==> src/rtl/known_ch_table_pkg.sv <==
// Shared types, constants and the CH ordering function for the known-CH table.
// Entry fields are WORD_W wide; the table top is built with WORD_WIDTH equal to it.
package kch_pkg;

   localparam int WORD_W = 16;
   localparam logic [WORD_W-1:0] HOPS_INVALID = 16'hFFFF;
   localparam logic [WORD_W-1:0] Q_ONE        = 16'h4000;

   typedef struct packed {
      logic              valid;
      logic [WORD_W-1:0] id;
      logic [WORD_W-1:0] hops;
      logic [WORD_W-1:0] qvalue;
   } ch_entry_t;

   typedef enum logic [2:0] {
      S_IDLE,
      S_SEARCH,
      S_WRITE,
      S_SELECT,
      S_LOAD
   } kch_state_e;

   // True when a is strictly preferable to b: higher Q, then fewer hops, then lower ID.
   // An invalid entry is never preferable; any valid entry beats an invalid one.
   function automatic logic ch_better(input ch_entry_t a, input ch_entry_t b);
      if (!a.valid) return 1'b0;
      if (!b.valid) return 1'b1;
      if (a.qvalue != b.qvalue) return a.qvalue > b.qvalue;
      if (a.hops != b.hops) return a.hops < b.hops;
      return a.id < b.id;
   endfunction

endpackage

==> src/rtl/known_ch_table_if.sv <==
// Heartbeat, advertisement and best-CH result signals of the known-CH table.
interface known_ch_table_if #(
   parameter int WORD_WIDTH = 16,
   parameter int MAX_CH     = 8
);
   localparam int IDX_W = (MAX_CH > 1) ? $clog2(MAX_CH) : 1;

   logic                  HB_reset;
   logic [WORD_WIDTH-1:0] HB_CHlimit;
   logic                  en_KCH;
   logic [WORD_WIDTH-1:0] fCH_ID;
   logic [WORD_WIDTH-1:0] fCH_Hops;
   logic [WORD_WIDTH-1:0] fCH_QValue;
   logic [WORD_WIDTH-1:0] chosenCH;
   logic [WORD_WIDTH-1:0] hopsfromCH;
   logic [WORD_WIDTH-1:0] chosenQ;
   logic [IDX_W:0]        ch_count;
   logic                  kch_valid;
   logic                  busy;
   logic                  kch_update;
   logic                  kch_drop;

   modport master (
      output HB_reset, HB_CHlimit, en_KCH, fCH_ID, fCH_Hops, fCH_QValue,
      input  chosenCH, hopsfromCH, chosenQ, ch_count, kch_valid, busy, kch_update, kch_drop
   );

   modport slave (
      input  HB_reset, HB_CHlimit, en_KCH, fCH_ID, fCH_Hops, fCH_QValue,
      output chosenCH, hopsfromCH, chosenQ, ch_count, kch_valid, busy, kch_update, kch_drop
   );

endinterface

==> src/rtl/known_ch_table_scan_cmp.sv <==
// Single-cycle CH ordering comparator shared by the worst-entry search and best-entry select scans.
module kch_scan_cmp
   import kch_pkg::*;
(
   input  ch_entry_t a,
   input  ch_entry_t b,
   output logic      better
);

   assign better = ch_better(a, b);

endmodule

==> src/rtl/known_ch_table.sv <==
// Table of up to MAX_CH cluster heads per heartbeat round with sequential best-CH selection.
// Define KCH_EVICT_EN to let a stronger new CH replace the worst entry of a full table.
module known_ch_table
   import kch_pkg::*;
#(
   parameter int WORD_WIDTH = WORD_W,
   parameter int MAX_CH     = 8
) (
   input logic             clk,
   input logic             nrst,
   known_ch_table_if.slave bus
);

   localparam int IDX_W = (MAX_CH > 1) ? $clog2(MAX_CH) : 1;
   localparam int CNT_W = IDX_W + 1;
   localparam logic [IDX_W-1:0] LAST_IDX = IDX_W'(MAX_CH - 1);

   kch_state_e        state;
   ch_entry_t         tbl [MAX_CH];
   ch_entry_t         cand;
   ch_entry_t         ref_e;
   ch_entry_t         cur;
   ch_entry_t         cmp_a;
   ch_entry_t         cmp_b;
   logic              better;
   logic [IDX_W-1:0]  scan_idx;
   logic [IDX_W-1:0]  match_idx;
   logic [IDX_W-1:0]  free_idx;
   logic [IDX_W-1:0]  worst_idx;
   logic              match_found;
   logic              free_found;
   logic [CNT_W-1:0]  count;
   logic [CNT_W-1:0]  limit;
   logic [CNT_W-1:0]  limit_in;

   logic [WORD_W-1:0] chosen_id;
   logic [WORD_W-1:0] chosen_hops;
   logic [WORD_W-1:0] chosen_q;
   logic [CNT_W-1:0]  count_out;
   logic              valid_out;
   logic              busy_r;
   logic              update_r;
   logic              drop_r;

   assign cur      = tbl[scan_idx];
   assign limit_in = (bus.HB_CHlimit > WORD_WIDTH'(MAX_CH)) ? CNT_W'(MAX_CH)
                                                              : CNT_W'(bus.HB_CHlimit);

   // ref_e holds the running worst entry while searching and the running best while selecting
   always_comb begin
      cmp_a = cur;
      cmp_b = ref_e;
      if (state == S_SEARCH) begin
         cmp_a = ref_e;
         cmp_b = cur;
      end
   end

   kch_scan_cmp u_cmp (
      .a      (cmp_a),
      .b      (cmp_b),
      .better (better)
   );

   always_ff @(posedge clk) begin
      if (!nrst || bus.HB_reset) begin
         for (int unsigned i = 0; i < MAX_CH; i++) tbl[i] <= '0;
         limit       <= nrst ? limit_in : '0;
         state       <= S_IDLE;
         count       <= '0;
         cand        <= '0;
         ref_e       <= '0;
         scan_idx    <= '0;
         match_idx   <= '0;
         free_idx    <= '0;
         worst_idx   <= '0;
         match_found <= 1'b0;
         free_found  <= 1'b0;
         chosen_id   <= '0;
         chosen_hops <= HOPS_INVALID;
         chosen_q    <= '0;
         count_out   <= '0;
         valid_out   <= 1'b0;
         busy_r      <= 1'b0;
         update_r    <= 1'b0;
         drop_r      <= 1'b0;
      end else begin
         update_r <= 1'b0;
         drop_r   <= bus.en_KCH && (state != S_IDLE);
         case (state)
            S_IDLE: begin
               if (bus.en_KCH) begin
                  if (bus.fCH_Hops == HOPS_INVALID || limit == '0) begin
                     drop_r <= 1'b1;
                  end else begin
                     cand        <= '{valid: 1'b1, id: bus.fCH_ID, hops: bus.fCH_Hops,
                                      qvalue: bus.fCH_QValue};
                     ref_e       <= '0;
                     scan_idx    <= '0;
                     match_found <= 1'b0;
                     free_found  <= 1'b0;
                     busy_r      <= 1'b1;
                     state       <= S_SEARCH;
                  end
               end
            end
            S_SEARCH: begin
               if (cur.valid && cur.id == cand.id) begin
                  match_found <= 1'b1;
                  match_idx   <= scan_idx;
               end
               if (!cur.valid && !free_found) begin
                  free_found <= 1'b1;
                  free_idx   <= scan_idx;
               end
               if (cur.valid && (!ref_e.valid || better)) begin
                  ref_e     <= cur;
                  worst_idx <= scan_idx;
               end
               if (scan_idx == LAST_IDX) begin
                  scan_idx <= '0;
                  state    <= S_WRITE;
               end else begin
                  scan_idx <= scan_idx + 1'b1;
               end
            end
            S_WRITE: begin
               ref_e <= '0;
               state <= S_SELECT;
               if (match_found) begin
                  tbl[match_idx].hops   <= cand.hops;
                  tbl[match_idx].qvalue <= cand.qvalue;
               end else if (count < limit) begin
                  tbl[free_idx] <= cand;
                  count         <= count + CNT_W'(1);
               end else begin
`ifdef KCH_EVICT_EN
                  if (cand.qvalue > ref_e.qvalue) begin
                     tbl[worst_idx] <= cand;
                  end else begin
                     drop_r <= 1'b1;
                     busy_r <= 1'b0;
                     state  <= S_IDLE;
                  end
`else
                  drop_r <= 1'b1;
                  busy_r <= 1'b0;
                  state  <= S_IDLE;
`endif
               end
            end
            S_SELECT: begin
               if (better) ref_e <= cur;
               if (scan_idx == LAST_IDX) begin
                  scan_idx <= '0;
                  state    <= S_LOAD;
               end else begin
                  scan_idx <= scan_idx + 1'b1;
               end
            end
            S_LOAD: begin
               chosen_id   <= ref_e.id;
               chosen_hops <= ref_e.hops;
               chosen_q    <= ref_e.qvalue;
               count_out   <= count;
               valid_out   <= ref_e.valid;
               update_r    <= 1'b1;
               busy_r      <= 1'b0;
               state       <= S_IDLE;
            end
            default: state <= S_IDLE;
         endcase
      end
   end

   assign bus.chosenCH   = chosen_id;
   assign bus.hopsfromCH = chosen_hops;
   assign bus.chosenQ    = chosen_q;
   assign bus.ch_count   = count_out;
   assign bus.kch_valid  = valid_out;
   assign bus.busy       = busy_r;
   assign bus.kch_update = update_r;
   assign bus.kch_drop   = drop_r;

endmodule

==> src/flat_wrapper.sv <==
// flat-port wrapper written by rule: the top's interface ports become plain ports
module known_ch_table_flat import kch_pkg::*;
#(
   parameter int WORD_WIDTH = WORD_W,
   parameter int MAX_CH     = 8
)
  (clk, nrst, bus_HB_reset, bus_HB_CHlimit, bus_en_KCH, bus_fCH_ID, bus_fCH_Hops, bus_fCH_QValue, bus_chosenCH, bus_hopsfromCH, bus_chosenQ, bus_ch_count, bus_kch_valid, bus_busy, bus_kch_update, bus_kch_drop);
  known_ch_table_if #(.WORD_WIDTH(WORD_WIDTH), .MAX_CH(MAX_CH)) bus_i ();
  input logic clk;
  input logic nrst;
  input wire logic [$bits(bus_i.HB_reset)-1:0] bus_HB_reset;
  input wire logic [$bits(bus_i.HB_CHlimit)-1:0] bus_HB_CHlimit;
  input wire logic [$bits(bus_i.en_KCH)-1:0] bus_en_KCH;
  input wire logic [$bits(bus_i.fCH_ID)-1:0] bus_fCH_ID;
  input wire logic [$bits(bus_i.fCH_Hops)-1:0] bus_fCH_Hops;
  input wire logic [$bits(bus_i.fCH_QValue)-1:0] bus_fCH_QValue;
  output wire logic [$bits(bus_i.chosenCH)-1:0] bus_chosenCH;
  output wire logic [$bits(bus_i.hopsfromCH)-1:0] bus_hopsfromCH;
  output wire logic [$bits(bus_i.chosenQ)-1:0] bus_chosenQ;
  output wire logic [$bits(bus_i.ch_count)-1:0] bus_ch_count;
  output wire logic [$bits(bus_i.kch_valid)-1:0] bus_kch_valid;
  output wire logic [$bits(bus_i.busy)-1:0] bus_busy;
  output wire logic [$bits(bus_i.kch_update)-1:0] bus_kch_update;
  output wire logic [$bits(bus_i.kch_drop)-1:0] bus_kch_drop;
  assign bus_i.HB_reset = bus_HB_reset;
  assign bus_i.HB_CHlimit = bus_HB_CHlimit;
  assign bus_i.en_KCH = bus_en_KCH;
  assign bus_i.fCH_ID = bus_fCH_ID;
  assign bus_i.fCH_Hops = bus_fCH_Hops;
  assign bus_i.fCH_QValue = bus_fCH_QValue;
  assign bus_chosenCH = bus_i.chosenCH;
  assign bus_hopsfromCH = bus_i.hopsfromCH;
  assign bus_chosenQ = bus_i.chosenQ;
  assign bus_ch_count = bus_i.ch_count;
  assign bus_kch_valid = bus_i.kch_valid;
  assign bus_busy = bus_i.busy;
  assign bus_kch_update = bus_i.kch_update;
  assign bus_kch_drop = bus_i.kch_drop;
  known_ch_table #(.WORD_WIDTH(WORD_WIDTH), .MAX_CH(MAX_CH)) u_core (.clk(clk), .nrst(nrst), .bus(bus_i));
endmodule
==> config.mk <==
export PLATFORM = sky130hd
export DESIGN_NAME = known_ch_table_flat
export DESIGN_NICKNAME = d
export VERILOG_FILES = /design/src/rtl/known_ch_table_pkg.sv /design/src/rtl/known_ch_table_if.sv /design/src/rtl/known_ch_table_scan_cmp.sv /design/src/rtl/known_ch_table.sv /design/src/flat_wrapper.sv
export SDC_FILE = /design/constraint.sdc
export NUM_CORES = 1
export LEC_CHECK = 0
export ABC_AREA = 0
export BUFFER_PORTS_ARGS = -buffer_cell sky130_fd_sc_hd__clkbuf_2
export CAP_MARGIN = 15
export CORE_MARGIN = 3
export CORE_UTILIZATION = 59
export CTS_CLUSTER_SIZE = 28
export DETAILED_ROUTE_END_ITERATION = 10
export PLACE_DENSITY = 0.79
export RECOVER_POWER = 100
export SETUP_SLACK_MARGIN = 0.5
export SYNTH_ARGS = -nofsm -noshare
export SYNTH_HDL_FRONTEND = slang
export SYNTH_SLANG_ARGS = --single-unit
==> constraint.sdc <==
create_clock -name clk -period 6.28 [get_ports clk]
set_clock_uncertainty 0.15 [all_clocks]
set_input_delay 0.628 -clock clk [delete_from_list [all_inputs] [get_ports clk]]
set_output_delay 0.628 -clock clk [all_outputs]
set_load 0.02 [all_outputs]
==> impl_metrics.json, run 1 <==
{
  "clock_power_share": 0.431,
  "drv_slew": 503,
  "drive_above_1_share": 0.134,
  "synth_compound_area_frac": 0.0702,
  "synth_area_mm2": 0.0262,
  "period_share": 0.893,
  "hp-class": "in -> reg",
  "htreeDepth": 2,
  "routedWlPerCell_um": 22.7,
  "avgSynthCellArea_um2": 12.1,
  "drc_errors": 0,
  "cp.required_ps": 6670,
  "async_flop_share": 0,
  "synth.net_count": 2278,
  "crit_type": "reg -> reg",
  "r2r_cells": 16,
  "seqPwrFrac": 0.513,
  "cp-end-kind": "register",
  "yosys-top-cells-area": "edfxtp_1, dfxtp_1, and2_1",
  "synth_xor_area_frac": 0.00670,
  "drt_iter0_drc": 1987,
  "ys_ff_latch": 571,
  "layout_setup_ws_ps": 670,
  "start_util": 0.602,
  "clk_path_buf_depth": 3,
  "routed.top_layer": "met5",
  "hold_viol": 0,
  "synth-main-ff-cell": "edfxtp_1",
  "num_vias": 17300,
  "utilization": 0.670,
  "grt_usage": 0.277,
  "dieArea_mm2": 0.0469,
  "switching_share": 0.223,
  "synth-simple-area-share": 0.168,
  "n_antenna_cell": 0,
  "tritoncts": "yes",
  "rsz0062_at_grt": "false",
  "synthCells": 2157,
  "fmax_mhz": 178,
  "wl_met1_um": 25600,
  "antenna_found_initial": 1,
  "finalSetupViolations": 0,
  "power_w": 0.00817,
  "place_area_mm2": 0.0274,
  "grt_pass1_vias": 17400,
  "p_sw_w": 0.00182,
  "synth.distinct_cells": 52,
  "synth.area.mux_share": 0.109,
  "grt_max_degree": 108,
  "hpwlAfterDp_um": 40200,
  "pre_cts_slack_ps": 933,
  "root_buffer": "clkbuf_16",
  "ir_drop_v": 0.000253,
  "powerDensity_mw_per_mm2": 281,
  "drt_first_pass_iters": 5,
  "viasPerCell": 6.02,
  "drt-total-wl_um": 65200,
  "grt_pass1_wl_um": 99900,
  "final_cell_area_mm2": 0.0291,
  "p_leak_nw": 10.9,
  "synth_top_area_frac": 0.455,
  "synthAdderAreaFrac": 0.0254,
  "cts_sinks": 571,
  "ys_seq_area_frac": 0.589,
  "fp.dieH_um": 217,
  "synth_top_family_by_area": "simple AND/OR/NAND/NOR gates",
  "p_int_w": 0.00635,
  "core-area_mm2": 0.0435,
  "whs_path_depth": 3,
  "period_minus_slack_ps": 5610,
  "ys_warn_count": 0,
  "status": "finished with violations",
  "pwr-share-comb": 0.056,
  "pin_count": 124,
  "crit_path_max_fanout": 37,
  "start_kind": "register",
  "syn_to_final_growth_pct": 11.4,
  "clkLatencyLatePin_ps": 610,
  "setup_tns_ps": 0,
  "relSlewSlack": -1.03,
  "clkTransAtPathRegs_ps": 60,
  "grt-ovfl-total": 0,
  "yosys.area.top_type": "edfxtp_1",
  "drt.antenna.violating_nets": 0,
  "cts_resized": 0,
  "rows": 76,
  "violations": "capacitance limit, slew limit",
  "worstMarginPinSlew_ps": 3050,
  "arrival_ps": 6000,
  "io_buffers": 123,
  "nets": 2362,
  "wl_met2_um": 31700,
  "synth-edff-count": 396,
  "wl_met3_um": 5750,
  "maxCapViolCount": 14,
  "gp_congestion": 0.875,
  "die_w_um": 217,
  "cts_inserted_buffers": 57
}
## registers in the layout (all words and copies together), names as in the netlist, 4 cells and up, named ones only
name                   cells
u_core.bus.ch_count        4
u_core.bus.chosenCH       16
u_core.bus.chosenQ        16
u_core.bus.hopsfromCH     16
u_core.cand               49
u_core.count               4
u_core.limit               4
u_core.ref_e              49
u_core.tbl               392
## layout by cell type, fill, tap and decap left out, drive strengths merged, types with 10 or more instances in the layout
master  instances
and2          397
edfxtp        396
clkbuf        225
nand2         223
a21oi         195
dfxtp         175
nor2          137
mux4           98
mux2i          59
inv            56
ha             53
a32o           48
o21ai          27
clkinv         25
buf            22
nand3          21
xor2           17
nand4          16
nand2b         15
a21o           10
## repair_timing
item / 4_1_cts / 5_1_grt
buffers inserted: 0 / 1
hold endpoints to repair: 0 / 0
setup endpoints to repair: 0 / 1
hold buffers: 0 / 0
## logic make-up after synthesis
group / count (synthesis)
multiplexers: 160
AO/OA/AOI/OAI: 301
adder cells (fa/ha/maj): 53
XOR/XNOR: 20
buffers and inverters: 206
flip-flops: 571
AND/OR/NAND/NOR: 846
## path summary, 6_finish.rpt
| check | startpoint | endpoint | slack [ps] |
|---|---|---|---|
| max reg2reg | register | u_core.ref_e[26] | 670 |
| max | register | u_core.ref_e[26] | 670 |
| min | bus_fCH_QValue[12] | u_core.cand[12] | 80 |
| min reg2reg | u_core.bus.chosenCH[1] | u_core.bus.chosenCH[1] | 300 |
## area by class of cell
type / instances / area (um^2)
multi-input combinational: 1380 / 9940
clock buffer: 68 / 1510
fill: 3112 / 14300
clock inverter: 40 / 444
sequential: 571 / 15400
inverter: 52 / 196
timing repair buffer: 179 / 888
tap: 585 / 732
## synthesized netlist by cell type (3+ instances only)
| master | number |
|---|---|
| nor3_1 | 9 |
| mux2_2 | 3 |
| nand2b_1 | 15 |
| o21ai_0 | 26 |
| buf_1 | 21 |
| inv_1 | 52 |
| and3_1 | 3 |
| xor2_1 | 17 |
| ha_1 | 53 |
| nor4_1 | 6 |
| a211oi_1 | 4 |
| clkbuf_1 | 106 |
| mux2i_1 | 58 |
| nor2_1 | 137 |
| mux4_2 | 96 |
| xnor2_1 | 3 |
| a21o_1 | 10 |
| edfxtp_1 | 396 |
| a21oi_1 | 195 |
| nor2b_1 | 9 |
| o21a_1 | 4 |
| nand4_1 | 16 |
| and2_1 | 397 |
| nand3_1 | 21 |
| buf_6 | 3 |
| buf_4 | 3 |
| or3_1 | 3 |
| buf_2 | 19 |
| dfxtp_1 | 175 |
| a32o_1 | 48 |
| nand2_1 | 223 |
## stage by stage
stage,std cells,hold slack [ps]
2_1_floorplan,2157,296
4_1_cts,2872,58.7
6_report,2875,84.6
3_3_place_gp,2764,294
3_5_place_dp,2764,297
5_1_grt,2875,74.8
## critical path: stages (launching register included)
cell      delay, ps
dfxtp_4         600
buf_12          250
buf_4           360
clkbuf_1        460
mux2i_1         670
nor2_1           90
a21oi_1         160
ha_1            260
a21o_1          160
a21o_1          160
a21oi_1         140
nor2_1           50
or3_1           360
a31oi_1         260
and3_2          390
clkbuf_2        720
a32o_1          270
## power by group through the flow
stage | logic [W] | registers, W | clock network [W]
final | 0.000458 | 0.00419 | 0.00352
after global routing | 0.000503 | 0.00420 | 0.00371
after CTS | 0.000463 | 0.00419 | 0.00355
after detailed placement | 0.000458 | 0.00427 | 0
after global placement | 0.000449 | 0.00426 | 0
after floorplan | 0.000312 | 0.00424 | 0
## routing by layer
layer,GRT usage,up-vias
met1,0.370,8489
met3,0.0481,146
met4,0.0946,2
met2,0.465,804
li1,-,7861
met5,0,-
No activity file was read; power rests on OpenSTA's default activity.
==> run 2: changes to the inputs <==
--- a/config.mk
+++ b/config.mk
@@ -12,7 +12,7 @@
 export CORE_UTILIZATION = 59
 export CTS_CLUSTER_SIZE = 28
 export DETAILED_ROUTE_END_ITERATION = 10
-export PLACE_DENSITY = 0.79
+export PLACE_DENSITY = 0.77
 export RECOVER_POWER = 100
 export SETUP_SLACK_MARGIN = 0.5
 export SYNTH_ARGS = -nofsm -noshare
==> run 2 against run 1 <==
The flow still finishes with violations (capacitance limit, slew limit). Combinational power rose by 3%. Wire length up 2.4%. Via count increased by 0.57%. Core utilization about the same. Die area unchanged. Worst setup slack got worse by 140 ps. Hold slack worse by 18 ps. Count of clock-buffer cells in the layout is 4 higher. Register-to-register slack got worse by 140 ps. Critical endpoint is now u_core.tbl[5][16].
==> impl_metrics.json, run 2 (synthesis gave the netlist of run 1 again) <==
{
  "grt_usage": 0.284,
  "root_buffer": "clkbuf_16",
  "rows": 76,
  "cp.required_ps": 6380,
  "cts_sinks": 571,
  "fp.dieH_um": 217,
  "drc_errors": 0,
  "post_cts_buffers": 0,
  "largestRegisters": "u_core.tbl (392), u_core.cand (49), u_core.ref_e (49)",
  "cts_resized": 0,
  "seqPwrFrac": 0.511,
  "top_register": "u_core.tbl",
  "drv_slew": 507,
  "ff_latch_area_mm2": 0.0154,
  "layout_commonest_cell": "edfxtp_1",
  "n_antenna_cell": 0,
  "num_vias": 17400,
  "ir_drop_v": 0.000230,
  "cts_hold_buffers": 0,
  "hp-class": "in -> reg",
  "relSlewSlack": -2.12,
  "dp_cells": 2764,
  "start_kind": "register",
  "routedWlPerCell_um": 23.2,
  "htreeDepth": 2,
  "arrival_ps": 5850,
  "rsz0062_at_grt": "false",
  "drt-total-wl_um": 66700,
  "nets": 2360,
  "period_minus_slack_ps": 5750,
  "grt-ovfl-total": 0,
  "drt_first_pass_iters": 5,
  "core-area_mm2": 0.0435,
  "drt.antenna.violating_nets": 0,
  "gp_congestion": 0.820,
  "die_w_um": 217,
  "p_sw_w": 0.00183,
  "syn_to_final_growth_pct": 11.4,
  "start_util": 0.602,
  "setup_tns_ps": 0,
  "cp-end-kind": "register",
  "switching_share": 0.224,
  "fin_cells": 2872,
  "hpwlAfterDp_um": 40800,
  "period_share": 0.916,
  "nFillCells": 3193,
  "maxCapViolCount": 15,
  "drt_iter0_drc": 1859,
  "largest_reg_flops": 392,
  "dieArea_mm2": 0.0469,
  "status": "finished with violations",
  "clkLatencyLatePin_ps": 630,
  "io_buffers": 123,
  "fmax_mhz": 174,
  "crit_path_max_fanout": 33,
  "worstMarginPinSlew_ps": 4670,
  "hold_viol": 0,
  "multiInputGateArea_mm2": 0.00995,
  "clock_power_share": 0.431,
  "clkTransAtPathRegs_ps": 60,
  "grt_pass1_vias": 17600,
  "powerDensity_mw_per_mm2": 281,
  "grt_max_degree": 147,
  "cts_inserted_buffers": 56,
  "crit_type": "reg -> reg",
  "clk_path_buf_depth": 3,
  "tritoncts": "yes",
  "p_int_w": 0.00636,
  "finalSetupViolations": 0,
  "antenna_found_initial": 0,
  "p_leak_nw": 10.8,
  "grt_pass1_wl_um": 102000,
  "final_cell_mix": "edfxtp_1, and2_0, nand2_1",
  "violations": "capacitance limit, slew limit",
  "viasPerCell": 6.06,
  "pin_count": 124,
  "pwr-share-comb": 0.057,
  "drive_above_1_share": 0.131
}
run 2: cell count changes in the layout (fill, tap and decap cells not counted), sizes merged:
cell	previous run	this run
bufinv	8	7
clkinv	25	24
inv	56	53
buf	22	25
clkinvlp	3	2
run 2: metrics by stage:
step	util	setup WS, ps	power, W	cell area (um^2)	hold slack [ps]
floorplan	-	1110	0.00455	26200	296
global route	0.670	337	0.00842	29100	70.6
global placement	0.631	1010	0.00471	27400	296
finish	0.670	526	0.00819	29100	66.3
detailed placement	0.631	970	0.00473	27400	295
CTS	0.676	925	0.00822	29400	43.6
run 2: path summary, 6_finish.rpt:
kind / start / endpoint / slack, ps / depth (start not counted)
worst min register to register: u_core.bus.chosenCH[15] / u_core.bus.chosenCH[15] / 300 / 2
worst max register to register: u_core.limit[1] / u_core.tbl[5][16] / 530 / 11
worst max-delay path: u_core.limit[1] / u_core.tbl[5][16] / 530 / 11
worst min-delay path: bus_fCH_QValue[0] / u_core.cand[0] / 70 / 3
run 2: worst max-delay path, stage by stage (launching register included):
cell	delay [ps]
edfxtp_1	380
inv_1	70
ha_1	230
a21o_1	170
a21o_1	190
a211oi_1	820
and2_0	460
mux2i_1	320
nor2b_2	180
clkbuf_1	1460
nand2b_1	420
buf_4	510
run 2: per-layer routing:
| metal | global-route usage | vias to the layer above | part of all wire |
|---|---|---|---|
| met5 | 0 | - | 0 |
| met4 | 0.118 | 0 | 0.043 |
| met3 | 0.0517 | 161 | 0.082 |
| met2 | 0.475 | 843 | 0.49 |
| met1 | 0.370 | 8554 | 0.39 |
| li1 | - | 7843 | - |
run 2: power by group through the flow:
stage	sequential [W]	clock [W]	combinational, W
CTS	0.00419	0.00356	0.000473
detailed placement	0.00427	0	0.000468
floorplan	0.00424	0	0.000312
finish	0.00419	0.00353	0.000470
global placement	0.00425	0	0.000457
global route	0.00420	0.00370	0.000514
run 2: cell type report:
type	count	area share
Clock inverter	34	0.0130
Timing Repair Buffer	178	0.0307
Multi-Input combinational cell	1380	0.342
Inverter	52	0.00674
Clock buffer	72	0.0541
Tap cell	585	0.0251
Sequential cell	571	0.529
